`src/rtl/spi_master_ctrl.sv`:
```
// spi_master_ctrl: two-requester SPI master, mode-0 style frames, MSB first.
// Define SPI_ARB_RR_EN for round-robin arbitration; default is fixed priority (requester 0 wins).
module spi_master_ctrl #(
    parameter int CLK_DIV    = 4,
    parameter int FRAME_BITS = 10
) (
    input  logic                  clk,
    input  logic                  rst,
    input  logic [1:0]            req,
    input  logic [FRAME_BITS-1:0] tx_data0,
    input  logic [FRAME_BITS-1:0] tx_data1,
    output logic [1:0]            gnt,
    output logic                  busy,
    output logic                  done,
    output logic                  done_id,
    output logic [FRAME_BITS-1:0] rx_data,
    output logic                  SCLK,
    output logic                  SS,
    output logic                  MOSI,
    input  logic                  MISO
);
    localparam int BW = $clog2(FRAME_BITS + 1);
    typedef enum logic [1:0] {IDLE, SETUP, SHIFT, HOLD} state_t;
    state_t state, state_nx;
    logic [7:0] cnt;
    logic ph;
    logic [BW-1:0] bit_cnt;
    logic [FRAME_BITS-1:0] tx_sh, rx_sh;
    logic cnt_end, start, sel;
`ifdef SPI_ARB_RR_EN
    logic ptr;
    assign sel = (&req) ? ptr : req[1];
`else
    assign sel = !req[0];
`endif
    assign cnt_end = cnt == 8'(CLK_DIV - 1);
    // the done cycle sits in IDLE but must not grant
    assign start = state == IDLE && !done && req != 2'b00 && !rst;
    assign gnt = start ? (sel ? 2'b10 : 2'b01) : 2'b00;
    assign busy = start || state != IDLE || done;
    assign SS = state != IDLE;
    assign SCLK = state == SHIFT && !ph;
    assign MOSI = SS && tx_sh[FRAME_BITS-1];
    always_comb begin
        state_nx = state;
        case (state)
            IDLE:  state_nx = start ? SETUP : IDLE;
            SETUP: state_nx = cnt_end ? SHIFT : SETUP;
            SHIFT: state_nx = (cnt_end && ph && bit_cnt == BW'(FRAME_BITS - 1)) ? HOLD : SHIFT;
            HOLD:  state_nx = cnt_end ? IDLE : HOLD;
            default: state_nx = IDLE;
        endcase
    end
    always_ff @(posedge clk) begin
        if (rst) begin
            state   <= IDLE;
            cnt     <= '0;
            ph      <= 1'b0;
            bit_cnt <= '0;
            tx_sh   <= '0;
            rx_sh   <= '0;
            rx_data <= '0;
            done    <= 1'b0;
            done_id <= 1'b0;
`ifdef SPI_ARB_RR_EN
            ptr     <= 1'b0;
`endif
        end else begin
            state <= state_nx;
            done  <= state == HOLD && cnt_end;
            cnt   <= (state == IDLE || cnt_end) ? '0 : cnt + 8'd1;
            if (start) begin
                tx_sh   <= sel ? tx_data1 : tx_data0;
                done_id <= sel;
                ph      <= 1'b0;
                bit_cnt <= '0;
`ifdef SPI_ARB_RR_EN
                ptr     <= !sel;
`endif
            end
            // ph=0 is the high half; its end is the SCLK falling edge
            if (state == SHIFT && cnt_end) begin
                ph <= !ph;
                if (!ph) begin
                    tx_sh <= {tx_sh[FRAME_BITS-2:0], 1'b0};
                    rx_sh <= {rx_sh[FRAME_BITS-2:0], MISO};
                end else begin
                    bit_cnt <= bit_cnt + BW'(1);
                end
            end
            if (state == HOLD && cnt_end) rx_data <= rx_sh;
        end
    end
endmodule
```
`config.mk`:
```
export PLATFORM = sky130hd
export DESIGN_NAME = spi_master_ctrl
export DESIGN_NICKNAME = d
export VERILOG_FILES = /design/src/rtl/spi_master_ctrl.sv
export SDC_FILE = /design/constraint.sdc
export NUM_CORES = 1
export LEC_CHECK = 0
export ABC_AREA = 1
export CAP_MARGIN = 0
export CORE_UTILIZATION = 45
export CTS_CLUSTER_SIZE = 25
export DETAILED_ROUTE_END_ITERATION = 6
export PLACE_DENSITY = 0.74
export SLEW_MARGIN = 15
export SYNTH_ARGS = -nofsm -noshare
export SYNTH_HDL_FRONTEND = slang
export SYNTH_SLANG_ARGS = --single-unit
```
`constraint.sdc`:
```
create_clock -name clk -period 3.5 [get_ports clk]
set_clock_uncertainty 0.05 [all_clocks]
set_input_delay 0.7 -clock clk [delete_from_list [all_inputs] [get_ports clk]]
set_output_delay 0.7 -clock clk [all_outputs]
set_load 0.005 [all_outputs]
```
==> impl_metrics.csv, run 1 <==
group,metric,value,unit
finish,flow.area_growth_from_synthesis,28.0,%
timing,fin_worst_hold_slack,0.402,ns
grt,globalRoute.totalOverflow,0,
die,fp.coreArea,4440,sq um
grt,wire_length_of_the_first_global_routing_pass,7840,microns
worst_setup_path,critical_path_peak_fanout,12,
yosys,post_synth_inst_count,290,
drt,vias_per_cell,4.87,
yosys,part_of_the_yosys_area_used_for_sequential_elements,44.5,%
die,die-width,70.5,microns
finish,most-common-layout-cells,"92 x nand2_1, 47 x dfxtp_1, 42 x clkdlybuf4s50_1, 33 x inv_1, 25 x nor2_1",
worst_setup_path,reg2reg_depth,9,
grt,grt.total_usage,19.9,%
worst_setup_path,worstPathBufferInverterCount,3,
timing,clock.fmax,324,MHz
flow_run,max_cap_violations,0,
timing,setup_repair_after_global_routing_missed_its_margin,"no",
power,worst_vdd_rail_ir_drop,0.210,mV
die,die_area,4970,sq um
yosys,syn_nets,318,
drt,drt_first_pass_iters,6,
drt,routed_wirelength,4400,microns
worst_setup_path,critical-path-top-cell-by-count,"clkdlybuf4s50_1",
cts,sink_count_of_the_clock_tree,47,
place,io_buffer_count,42,
worst_setup_path,crit-reg2reg-capture,"rx_sh[8]",
cts,tritoncts.num_buffers,5,
worst_setup_path,cpLargestDelayFamily,"buffers and inverters",
drt,drcViolationCount,2,
timing,tns,0,ns
worst_setup_path,critical-path-slowest-cell,"clkdlybuf4s50_1",
timing,timing.final.max_slew_violations,0,
drt,detailedRoute.firstIterationViolations,111,
finish,fin_nets,362,
cts,number_of_instances_resized_during_post_cts_repair,0,
worst_setup_path,cp_data_arrival_time,2.34,ns
worst_setup_path,cp_cell_instances,"clkdlybuf4s50_1 -> inv_1 -> nand2_1 -> nand4_2 -> nor2_1 -> clkdlybuf4s50_1",
cts,cts_tree,"yes",
finish,drive_gt1_share,7.76,%
cts,clk_pin_slew_worst_paths,0.08,ns
drt,detail_route.wl_per_cell,11.4,microns
grt,grt_start_max_net_pins,19,
timing,setup_violations,0,
timing,timing.max_slew.rel_slack,72.0,%
worst_setup_path,worst-endpoint-required,2.75,ns
timing,worstMarginPinSlew,0.419,ns
finish,antenna-diode-count,0,
cts,ctsLongestPathBuffers,2,
run_status,failed_checks,"design-rule violations",
drt,detail-route-antenna-nets,0,
cts,clock-root-buffer,"clkbuf_8",
worst_hold_path,min-delay-start,"cnt[0]",
yosys,synth_seq_cells,47,
worst_hold_path,hold_path_end,"cnt[0]",
cts,clock_insertion_delay_worst_skew,0.30,ns
cts,post_cts_hold_buffer_count,0,
worst_setup_path,worstSetupEndpointType,"output port",
power,power.leakage,1.16,nW
die,floorplan.rows,24,
die,die_h,70.5,microns
timing,hold_viol_final,0,
worst_setup_path,setup.reg_to_reg.worst_slack,1.71,ns
power,p_total,1.12,mW
grt,antenna_found_initial,0,
yosys,synth_warnings,0,
worst_hold_path,min_path_type,"reg2reg",
cts,cts_setup_buffers,0,
place,placement.cell_area,2570,sq um
die,initial_utilization,47.6,%
run_status,outcome,"complete, but fails checks",
worst_hold_path,whs_path_depth,1,
place,place.gp.congestion,0.802,
finish,stdcell_area,2710,sq um
grt,first_global_vias,1817,
timing,post-route-min-period,3.09,ns
die,ioPinCount,43,
power,power_per_cell_area,414,nW/um^2
worst_setup_path,reg2reg_from,"cnt[0]",
yosys,syn_avg_cell_area,7.29,sq um
place,detailedPlacementHpwl,3230,microns
finish,final_common_cell,"nand2_1",
cts,cts_max_level,2,
yosys,synth_cell_types,31,
yosys,netlist_area,2110,sq um
timing,fin_crit_sh,88.3,%
worst_setup_path,timing.critical_path.slowest_cell_delay,0.56,ns
worst_setup_path,sort_of_element_at_the_start_of_the_critical_path,"primary input",
drt,routed-via-count,1886,
worst_setup_path,criticalPathCategory,"in2out",
## routing by layer
metal / global-route usage [%] / routed length [microns] / vias up
li1: - / - / 1012
met1: 24.2 / 2060 / 847
met2: 34.3 / 2160 / 19
met3: 3.56 / 91 / 8
met4: 9.11 / 89 / 0
met5: 0 / 0 / -
## final cells by class
class	instances	area, sq um
fillers	429	1740
multi-input cells	197	973
flip-flops and latches	47	941
repair buffers	47	458
inverters	36	135
clock buffers	6	72.6
well taps	52	65.1
clock inverters	2	60.1
## synth_stat cells (all sizes together)
| master | count | area [sq um] |
|---|---|---|
| clkbuf | 2 | 7.51 |
| nand4 | 4 | 31.3 |
| a21oi | 8 | 40.0 |
| o21bai | 1 | 7.51 |
| xor2 | 3 | 26.3 |
| inv | 36 | 135 |
| nor3b | 3 | 22.5 |
| nand3b | 1 | 7.51 |
| ha | 3 | 37.5 |
| buf | 8 | 56.3 |
| o22ai | 7 | 43.8 |
| nand2 | 93 | 352 |
| nor2 | 27 | 116 |
| o21ai | 17 | 92.6 |
| and3 | 1 | 6.26 |
| dfxtp | 47 | 941 |
| a31o | 1 | 8.76 |
| nor3 | 3 | 26.3 |
| nand3 | 25 | 155 |
## where the power goes
part / switching (mW) / total [mW] / leakage (nW) / internal (mW)
Sequential: 0.00914 / 0.556 / 0.381 / 0.546
Clock: 0.174 / 0.459 / 0.0654 / 0.285
Combinational: 0.0513 / 0.106 / 0.716 / 0.0542
## flip-flops by register name (all words and copies together) (netlist names)
name	cells
bit_cnt	4
cnt	8
done	1
done_id	1
ph	1
rx_data	10
rx_sh	10
state	2
tx_sh	10
## cell families (layout without fill, tap and decap cells)
kind of cell             count (synthesis)  after routing  share of synthesized area, %
adder cells (fa/ha/maj)                  3              3                          1.78
AO/OA/AOI/OAI                           34             34                          9.12
flip-flops                              47             47                          44.5
buffers and inverters                   46             91                          9.41
AND/OR/NAND/NOR                        157            157                          33.9
XOR/XNOR                                 3              3                          1.24
## worst max path at each step
stage,startpoint,endpoint,cells past startpoint
finish,req[0],gnt[1],6
global route,req[0],gnt[1],6
CTS,req[0],gnt[1],6
detailed placement,req[0],gnt[1],6
global placement,req[0],gnt[1],6
floorplan,rst,gnt[0],5
## worst register-to-register path, stage by stage (launching register included)
cell	delay, ns
dfxtp_1	0.36
ha_1	0.22
nand2_1	0.08
nor2_1	0.10
buf_4	0.20
nand2_1	0.10
nand2_2	0.27
inv_1	0.17
nand2_1	0.09
o21ai_1	0.06
## through the flow
| step | setup WS [ns] | cells | utilization, % |
|---|---|---|---|
| after floorplan | 1.34 | 290 | - |
| after global placement | 0.487 | 379 | 57.9 |
| after detailed placement | 0.414 | 379 | 57.9 |
| after CTS | 0.412 | 387 | 60.9 |
| after global routing | 0.304 | 387 | 60.9 |
| final | 0.409 | 387 | 60.9 |
Power figures use the tool's default switching activity.
==> run 2: changes to the inputs <==
MAX_ROUTING_LAYER = met4   (was not set)
==> results of run 2 <==
No change in the layout: final DEF, timing and power equal those of run 1.
Main changes from that run: final weighted congestion in routability-driven placement 0.802 -> 0.814; overall routing resource usage 19.9% -> 20.5%
==> run 3: changes to the inputs <==
CAP_MARGIN = not set   (was 0)
==> results of run 3 <==
No change in the layout: final DEF, timing and power equal those of run 1.
Main changes from that run: final weighted congestion in routability-driven placement 0.802 -> 0.814; overall routing resource usage 19.9% -> 20.5%
